===== config.mk =====
export PLATFORM = sky130hd
export DESIGN_NAME = uart_tx
export DESIGN_NICKNAME = d
export VERILOG_FILES = /design/src/rtl/uart_pkg.sv /design/src/rtl/uart_tx.sv
export SDC_FILE = /design/constraint.sdc
export NUM_CORES = 1
export LEC_CHECK = 0
export ABC_AREA = 1
export ABC_CLOCK_PERIOD_IN_PS = 1600
export BUFFER_PORTS_ARGS = -buffer_cell sky130_fd_sc_hd__buf_4
export CORE_MARGIN = 1
export CORE_UTILIZATION = 50
export DETAILED_ROUTE_END_ITERATION = 6
export GPL_ROUTABILITY_DRIVEN = 0
export PLACE_DENSITY_LB_ADDON = 0.2
export SETUP_SLACK_MARGIN = 0.05
export SLEW_MARGIN = 10
export SYNTH_ARGS = -nofsm -noshare
export SYNTH_HDL_FRONTEND = slang
export SYNTH_SLANG_ARGS = --single-unit

===== constraint.sdc =====
create_clock -name Clk -period 1.6 [get_ports Clk]
set_input_delay 0.08 -clock Clk [delete_from_list [all_inputs] [get_ports Clk]]
set_output_delay 0.08 -clock Clk [all_outputs]
set_load 0.01 [all_outputs]

===== src/rtl/uart_pkg.sv =====
// Shared UART definitions: FSM state encoding, frame length and parity helpers.
// Both the transmitter and the receiver use these definitions.
package uart_pkg;

    typedef enum logic [2:0] {
        IDLE,
        START,
        DATA,
        PARITY,
        STOP,
        BREAK
    } uart_state_e;

    localparam int MAX_DATA_BITS = 32;

    function automatic int frame_bits(input int data_bits, input int parity_bit, input int stop_bits);
        return 1 + data_bits + parity_bit + stop_bits;
    endfunction

    // Even parity: the parity bit makes the total count of ones even.
    function automatic logic even_parity(input logic [MAX_DATA_BITS-1:0] data);
        return ^data;
    endfunction

endpackage


===== src/rtl/uart_tx.sv =====
// UART transmitter: start bit, MSB-first data, optional even parity, stop bits.
// Each bit lasts one Clk cycle. Break frames hold the line low for one frame length.
module uart_tx
    import uart_pkg::*;
#(
    parameter int DATA_BITS  = 8,
    parameter int PARITY_BIT = 1,
    parameter int STOP_BITS  = 2
) (
    input  logic                 Clk,
    input  logic                 Rst,
    input  logic [DATA_BITS-1:0] Tx_Data,
    input  logic                 Transmit_Start,
    input  logic                 Send_Break,
    input  logic                 CTS,
    output logic                 Tx,
    output logic                 Tx_Busy,
    output logic                 Tx_Done
);

    localparam int FRAME_BITS = frame_bits(DATA_BITS, PARITY_BIT, STOP_BITS);
    localparam int CW         = $clog2(FRAME_BITS + 1);
    localparam int SHW        = DATA_BITS + PARITY_BIT;

    typedef logic [CW-1:0] cnt_t;

    uart_state_e            state_q, state_d;
    cnt_t                   cnt_q, cnt_d;
    logic [SHW-1:0]         shreg_q, shreg_d;
    logic                   tx_q, tx_d;
    logic                   busy_q, busy_d;
    logic                   done_q, done_d;

    logic [MAX_DATA_BITS-1:0] data_ext;
    logic [DATA_BITS:0]       load_v;

    // The parity bit rides in the shift register below the data, so the
    // parity cycle simply shifts out one more bit.
    always_comb begin
        data_ext                = '0;
        data_ext[DATA_BITS-1:0] = Tx_Data;
        load_v                  = {Tx_Data, even_parity(data_ext)};
    end

    always_comb begin
        state_d = state_q;
        cnt_d   = cnt_q;
        shreg_d = shreg_q;
        tx_d    = tx_q;
        case (state_q)
            IDLE: begin
                tx_d  = 1'b1;
                cnt_d = '0;
                if (Send_Break) begin
                    state_d = BREAK;
                    tx_d    = 1'b0;
                    cnt_d   = cnt_t'(FRAME_BITS - 1);
                end else if (Transmit_Start && CTS) begin
                    state_d = START;
                    tx_d    = 1'b0;
                    shreg_d = load_v[DATA_BITS -: SHW];
                end
            end
            START: begin
                state_d = DATA;
                tx_d    = shreg_q[SHW-1];
                shreg_d = shreg_q << 1;
                cnt_d   = cnt_t'(DATA_BITS - 1);
            end
            DATA: begin
                if (cnt_q != '0) begin
                    cnt_d   = cnt_q - cnt_t'(1);
                    tx_d    = shreg_q[SHW-1];
                    shreg_d = shreg_q << 1;
                end else if (PARITY_BIT != 0) begin
                    state_d = PARITY;
                    tx_d    = shreg_q[SHW-1];
                    shreg_d = shreg_q << 1;
                end else begin
                    state_d = STOP;
                    tx_d    = 1'b1;
                    cnt_d   = cnt_t'(STOP_BITS - 1);
                end
            end
            PARITY: begin
                state_d = STOP;
                tx_d    = 1'b1;
                cnt_d   = cnt_t'(STOP_BITS - 1);
            end
            STOP: begin
                tx_d = 1'b1;
                if (cnt_q == '0) state_d = IDLE;
                else             cnt_d   = cnt_q - cnt_t'(1);
            end
            BREAK: begin
                if (cnt_q == '0) begin
                    state_d = IDLE;
                    tx_d    = 1'b1;
                end else begin
                    cnt_d = cnt_q - cnt_t'(1);
                    tx_d  = 1'b0;
                end
            end
            default: begin
                state_d = IDLE;
                tx_d    = 1'b1;
                cnt_d   = '0;
            end
        endcase
        busy_d = (state_d != IDLE);
        // Last cycle of a frame or break is the one entered with the counter exhausted.
        done_d = ((state_d == STOP) || (state_d == BREAK)) && (cnt_d == '0);
    end

    always_ff @(posedge Clk or posedge Rst) begin
        if (Rst) begin
            state_q <= IDLE;
            cnt_q   <= '0;
            shreg_q <= '0;
            tx_q    <= 1'b1;
            busy_q  <= 1'b0;
            done_q  <= 1'b0;
        end else begin
            state_q <= state_d;
            cnt_q   <= cnt_d;
            shreg_q <= shreg_d;
            tx_q    <= tx_d;
            busy_q  <= busy_d;
            done_q  <= done_d;
        end
    end

    assign Tx      = tx_q;
    assign Tx_Busy = busy_q;
    assign Tx_Done = done_q;

endmodule


==> impl_metrics.csv, run 1 <==
group,metric,value,unit
run_status,status,"finished clean",
worst_setup_path,cpMaxStageDelayCell,"dfrtp_1",
worst_setup_path,crit_type,"flip-flop to flip-flop",
floorplanning,ioPinCount,16,
yosys,synth_xor_area_frac,0.0147,
clocking,cts_tree,"built",
floorplanning,placeableCoreArea,2230,µm²
timing,worst_pin_slew,725,ps
global_routing,grt_usage,0.198,
worst_setup_path,reg2reg_setup_slack,140,ps
clocking,cts_inserted_buffers,3,
yosys,syn-mean-instance-area,6.78,µm²
route,drt-wirelength-per-cell,10.4,µm
flow_run,maxCapViolCount,0,
placement,place_area,1320,µm²
yosys,yosys.area_share.simple,0.339,
power_and_ir_drop,p_per_area,1760,nW/µm²
yosys,synth_area,1190,µm²
floorplanning,start_util,0.534,
global_routing,grt_pass1_vias,986,
clocking,cts.sinks,19,
global_routing,grt_max_degree,20,
layout,num_antenna_cells,0,
yosys,ys_seq_area_frac,0.399,
yosys,synth_fa_ha_area_frac,0.0105,
timing,slew_headroom,0.516,
power_and_ir_drop,ir_drop,886,µV
global_routing,antenna_found_initial,0,
placement,io_buffers,15,
clocking,root_buffer,"clkbuf_4",
yosys,synth_flop_cell,"dfrtp_1",
timing,tns,0,ps
timing,fin_hold_ws,74.7,ps
timing,fin_crit_sh,0.915,
worst_setup_path,worstPathArrival,1660,ps
route,drt_iter0_markers,14,
clocking,clk_pin_slew,120,ps
route,drtPass1Iterations,4,
timing,fin_crit,1460,ps
layout,utilization,0.613,
timing,final_max_slew_viol_count,0,
timing,fmax,683,MHz
route,vias_per_cell,4.71,
clocking,h-tree-depth,1,
floorplanning,die_h,50.9,µm
hold_path,hold_path_depth,3,
route,vias,1046,
clocking,insertion_delay,300,ps
yosys,synth_compound_area_frac,0.111,
layout,fin_nets,209,
hold_path,holdCritPathClass,"primary input to flip-flop",
yosys,synth_top_family_by_area,"simple AND/OR/NAND/NOR gates",
clocking,cts_buffer_depth,2,
yosys,yosys_warnings,0,
floorplanning,die_area,2590,µm²
floorplanning,row_count,17,
worst_setup_path,rr_worst_depth,6,
global_routing,gr-usage-met2,0.380,
route,drtAntennaViolNets,0,
yosys,yosysTopAreaCellShare,0.377,
global_routing,grt_overflow_total,0,
route,route.detailed.drc,0,
timing,rsz0062_at_grt,"true",
global_routing,grt_pass1_wl,3.79,mm
worst_setup_path,cp_max_fo,7,
power_and_ir_drop,p_leak,0.793,nW
yosys,synth_largest_area_cell,"dfrtp_1",
yosys,synth_seq_cells,19,
timing,fin_worst_skew,3.32,ps
yosys,yosysMostFrequentCell,"nand2_1",
clocking,postCtsSetupBuffers,0,
yosys,netlist-cell-type-count,22,
worst_setup_path,crit_required,1800,ps
yosys,synth_edf_count,0,
worst_setup_path,cp-start-kind,"flip-flop",
yosys,synth_nets,190,
timing,hold_viol_final,0,
yosys,netlist_instances,176,
yosys,synth_top_cells_by_count,"nand2_1, inv_1, dfrtp_1",
timing,worst_slack,136,ps
floorplanning,dieWidth,50.9,µm
global_routing,grtUsageMet1,0.214,
placement,dp_hpwl,1.79,mm
placement,dp_slack,89.0,ps
timing,setup_violations,0,
worst_setup_path,max_stage_delay,390,ps
layout,synthToLayoutAreaGrowth,14.8,%
global_routing,grt-busiest-layer,"met2",
layout,final_area,1370,µm²
yosys,synthTopCellsByArea,"dfrtp_1, nand2_1, inv_1",
worst_setup_path,worstPathCellList,"inv_1 > ha_2 > nand2_2 > nand2_1 > nand3_1 > or2_2",
worst_setup_path,end_kind,"flip-flop",
yosys,synth_mux_area_frac,0,
global_routing,met3_usage,0.0357,
route,routed_wl,2.32,mm
layout,drive_gt1_frac,0.180,
yosys,ys_async_sr_fraction,1.00,
==> worst max-delay path, delay by kind of cell, from the launching register on <==
family        cells  cell delay, ps
simple gates      4             600
fa+ha+maj         1             250
flops             1             390
buf+inv           1             120
==> layer usage <==
layer,vias up,wire [µm]
li1,573,-
met1,462,1010
met2,9,1260
met3,2,40
met4,0,12
met5,-,0
==> path summary, 6_finish.rpt <==
path,to,start
worst max-delay path,Tx_Busy$_DFF_PP0_,cnt_q[0]$_DFF_PP0_
worst min-delay path,cnt_q[1]$_DFF_PP0_,Send_Break
worst max register to register,Tx_Busy$_DFF_PP0_,cnt_q[0]$_DFF_PP0_
worst min register to register,shreg_q[5]$_DFFE_PP0P_,shreg_q[5]$_DFFE_PP0P_
max in group asynchronous,shreg_q[4]$_DFFE_PP0P_,Rst
min in group asynchronous,Tx_Done$_DFF_PP0_,Rst
==> cells in the final DEF (no fill, tap or decap), drive strengths merged <==
cell and instances:
clkinvlp 1, nor3 1, nand3 15, xor2 1
nor2 8, dfrtp 18, o221ai 1, clkbuf 3
nand2 72, xnor2 1, or2 1, o21ai 17
ha 1, buf 15, dfstp 1, dlygate4sd3 1
o211ai 1, a21oi 1, inv 35
==> power by group <==
part           switching [W]  leakage [nW]  internal [W]  total [W]
registers           0.000143         0.236      0.000704   0.000847
logic               0.000833         0.542      0.000474    0.00131
clock network       0.000162        0.0139     0.0000952   0.000257
==> cells by family (layout without fill, tap and decap cells) <==
kind of cell | after synthesis | count (layout)
XOR/XNOR | 2 | 2
AND/OR/NAND/NOR | 97 | 97
adder cells (fa/ha/maj) | 1 | 1
buffers and inverters | 37 | 55
AO/OA/AOI/OAI | 20 | 20
flip-flops | 19 | 19
==> registers in the layout, indices dropped and copies added (netlist names) <==
signal and cells:
cnt_q 4, state_q 3, Tx_Done 1, Tx_Busy 1, shreg_q 9, Tx 1
==> area by class of cell <==
cell class,count,area [µm²]
Clock buffer,3,22.5
Clock inverter,1,7.51
Fill cell,222,863
Inverter,35,131
Multi-Input combinational cell,120,574
Sequential cell,19,477
Tap cell,28,35.0
Timing Repair Buffer,16,123
==> stage by stage <==
step | cells | power (W)
2_1_floorplan | 176 | 0.00188
3_3_place_gp | 217 | 0.00209
6_report | 222 | 0.00241
5_1_grt | 222 | 0.00266
3_5_place_dp | 217 | 0.00214
4_1_cts | 222 | 0.00240
==> timing repair <==
item                                    in CTS  in global routing
hold endpoints to repair                    18                  0
gates resized for setup                      0                  3
hold buffers                                 1                  0
endpoints found under the setup margin       0                  2
Note: power is estimated with default switching activity, not from simulation.
==> inputs of run 2 (changes only) <==
--- a/config.mk
+++ b/config.mk
@@ -5,7 +5,6 @@
 export SDC_FILE = /design/constraint.sdc
 export NUM_CORES = 1
 export LEC_CHECK = 0
-export ABC_AREA = 1
 export ABC_CLOCK_PERIOD_IN_PS = 1600
 export BUFFER_PORTS_ARGS = -buffer_cell sky130_fd_sc_hd__buf_4
 export CORE_MARGIN = 1
==> run 2 against run 1 <==
  * The flow now finishes with violations (negative setup slack)
  * Worst setup slack got worse by 340 ps
  * Global-route usage barely moved
  * Sequential power rose by 2%
  * Synthesized area is 10% lower
  * Final cell count is 25% lower
  * Non-clock buffer count grew 19
  * Critical endpoint is now Tx_Done$_DFF_PP0_
  * Largest power group unchanged
==> impl_metrics.csv, run 2 <==
group,metric,value,unit
floorplanning,ioPinCount,16,
flow_run,maxCapViolCount,0,
power_and_ir_drop,p_total,0.00286,W
route,drt_iter0_markers,11,
yosys,netlist_instances,106,
floorplanning,placeableCoreArea,1980,µm²
route,met3_length,47,µm
yosys,ys_async_sr_fraction,1.00,
power_and_ir_drop,pwr-share-comb,0.614,
timing,fin_worst_skew,3.14,ps
yosys,synth_flop_cell,"dfrtp_1",
global_routing,grt_overflow_total,0,
power_and_ir_drop,p_per_area,2030,nW/µm²
floorplanning,die_h,48.2,µm
worst_setup_path,crit_required,1790,ps
layout,final_area,1410,µm²
layout,drive_gt1_frac,0.393,
layout,synthToLayoutAreaGrowth,32.0,%
worst_setup_path,end_kind,"flip-flop",
timing,worst_pin_slew,694,ps
timing,fin_crit,1800,ps
power_and_ir_drop,switching_power,0.00112,W
power_and_ir_drop,intPower,0.00174,W
yosys,yosysMostFrequentCell,"dfrtp_1",
global_routing,grt_pass1_wl,3.12,mm
worst_setup_path,cpMaxStageDelayCell,"or3b_4",
route,vias,863,
layout,utilization,0.711,
power_and_ir_drop,sw_frac_of_total,0.390,
yosys,synth_edf_count,0,
route,route.detailed.drc,0,
worst_setup_path,crit_buf_inv,2,
yosys,yosys_warnings,0,
floorplanning,dieWidth,48.2,µm
clocking,cts_buffer_depth,2,
worst_setup_path,reg2reg_setup_slack,-200,ps
floorplanning,start_util,0.539,
run_status,failed_checks,"negative setup slack",
layout,layout_common_cells,"buf_4, dfrtp_1, nand2_1, o21ai_0, mux2i_1",
yosys,ys_seq_area_frac,0.446,
power_and_ir_drop,p_seq_frac,0.303,
layout,num_antenna_cells,0,
power_and_ir_drop,p_leak,0.647,nW
timing,worst_slack,-199,ps
yosys,synth_top_cells_by_count,"dfrtp_1, nand2_1, o21ai_0",
timing,fin_hold_ws,52.5,ps
route,drtPass1Iterations,4,
route,topRoutingLayerUsed,"met4",
worst_setup_path,worstPathCellList,"inv_1 > ha_2 > or3b_4 > buf_4 > a221o_2 > nand2_2 > nor4_2",
yosys,synth_seq_cells,19,
worst_setup_path,cp-start-kind,"flip-flop",
timing,rsz0062_at_grt,"true",
power_and_ir_drop,ir_drop,1220,µV
yosys,synthTopCellsByArea,"dfrtp_1, mux2i_1, xnor2_1",
global_routing,antenna_found_initial,0,
route,vias_per_cell,5.17,
worst_setup_path,crit_type,"flip-flop to flip-flop",
yosys,syn-mean-instance-area,10.1,µm²
timing,fmax,556,MHz
layout,layout_commonest_cell,"buf_4",
worst_setup_path,cp_max_fo,5,
timing,setup_violations,4,
timing,fin_crit_sh,1.12,
yosys,synth_largest_area_cell,"dfrtp_1",
layout,largest_reg_flops,9,
clocking,cts_inserted_buffers,3,
yosys,yosysTopAreaCellShare,0.422,
placement,place_area,1310,µm²
layout,reg_top3,"shreg_q x9, cnt_q x4, state_q x3",
power_and_ir_drop,clockPowerShare,0.083,
placement,dp_slack,-280,ps
floorplanning,row_count,16,
yosys,netlist-cell-type-count,33,
timing,slew_headroom,0.537,
route,drt-wirelength-per-cell,12.5,µm
hold_path,holdCritPathClass,"primary input to flip-flop",
route,met1_length,955,µm
global_routing,grt_max_degree,20,
clocking,clk_pin_slew,110,ps
yosys,synth_area,1070,µm²
route,routed_wl,2.08,mm
run_status,status,"finished, violations left",
global_routing,grt_pass1_vias,765,
clocking,root_buffer,"clkbuf_4",
timing,hold_viol_final,0,
route,met2_length,1.07,mm
worst_setup_path,max_stage_delay,440,ps
clocking,h-tree-depth,1,
timing,final_max_slew_viol_count,0,
route,drtAntennaViolNets,0,
placement,dp_hpwl,1.57,mm
floorplanning,die_area,2330,µm²
worst_setup_path,worstPathArrival,1990,ps
global_routing,grt_usage,0.197,
worst_setup_path,cp_top_family,"simple AND/OR/NAND/NOR gates",
clocking,cts_tree,"built",
placement,io_buffers,15,
clocking,insertion_delay,290,ps
yosys,synth_nets,120,
layout,fin_nets,155,
clocking,cts.sinks,19,
layout,largest-register,"shreg_q",
==> run 2: per-layer routing <==
metal,vias to the layer above,track usage
met4,0,0.0833
met3,2,0.0333
met1,412,0.258
met5,-,0
met2,13,0.323
li1,436,-
==> run 2: per-stage QoR <==
stage	TNS, ps	instances
floorplan	-495	106
global placement	-598	159
detailed placement	-803	159
CTS	-521	164
global route	-915	167
finish	-599	167
==> run 2: what timing repair did <==
action | CTS | global route
hold endpoints to repair | 18 | 0
pin swaps | 2 | 2
setup buffers | 0 | 3
hold buffers | 1 | 0
gates resized for setup | 1 | 6
endpoints found under the setup margin | 6 | 10
==> run 2: worst paths after layout <==
kind	from	endpoint	cells past startpoint
hold / removal	CTS	Tx$_DFF_PP1_	4
setup reg to reg	cnt_q[1]$_DFF_PP0_	Tx_Done$_DFF_PP0_	7
setup / recovery	cnt_q[1]$_DFF_PP0_	Tx_Done$_DFF_PP0_	7
min in group asynchronous	Rst	shreg_q[2]$_DFFE_PP0P_	3
hold reg to reg	shreg_q[2]$_DFFE_PP0P_	shreg_q[2]$_DFFE_PP0P_	2
max in group asynchronous	Rst	state_q[2]$_DFF_PP0_	3
==> run 2: power by group through the flow <==
| stage | clock network, W | logic, W | registers [W] |
|---|---|---|---|
| final | 0.000238 | 0.00176 | 0.000866 |
| after global routing | 0.000265 | 0.00192 | 0.000891 |
| after CTS | 0.000243 | 0.00161 | 0.000857 |
| after detailed placement | 0 | 0.00159 | 0.000864 |
| after global placement | 0 | 0.00155 | 0.000859 |
| after floorplan | 0 | 0.00107 | 0.000853 |
==> run 2: logic make-up (layout without fill, tap and decap cells) <==
family / after synthesis / after routing / synth area share
multiplexers: 9 / 9 / 0.0843
AND/OR/NAND/NOR: 31 / 31 / 0.148
XOR/XNOR: 9 / 9 / 0.0808
flip-flops: 19 / 19 / 0.446
AO/OA/AOI/OAI: 25 / 25 / 0.149
buffers and inverters: 11 / 45 / 0.0714
adder cells (fa/ha/maj): 2 / 2 / 0.0211
==> run 2: final cells by class <==
class | instances | area, µm²
clock buffers | 3 | 22.5
repair buffers | 35 | 282
fillers | 144 | 572
inverters | 6 | 22.5
flip-flops and latches | 19 | 477
multi-input cells | 76 | 568
clock inverters | 1 | 5.00
well taps | 27 | 33.8
==> run 2: tightest hold or removal path, delay by kind of cell <==
| kind | cells | cell delay, ps |
|---|---|---|
| AOI/OAI and AO/OA | 1 | 90 |
| buffers and inverters | 1 | 80 |
| and+or+nand+nor | 2 | 110 |
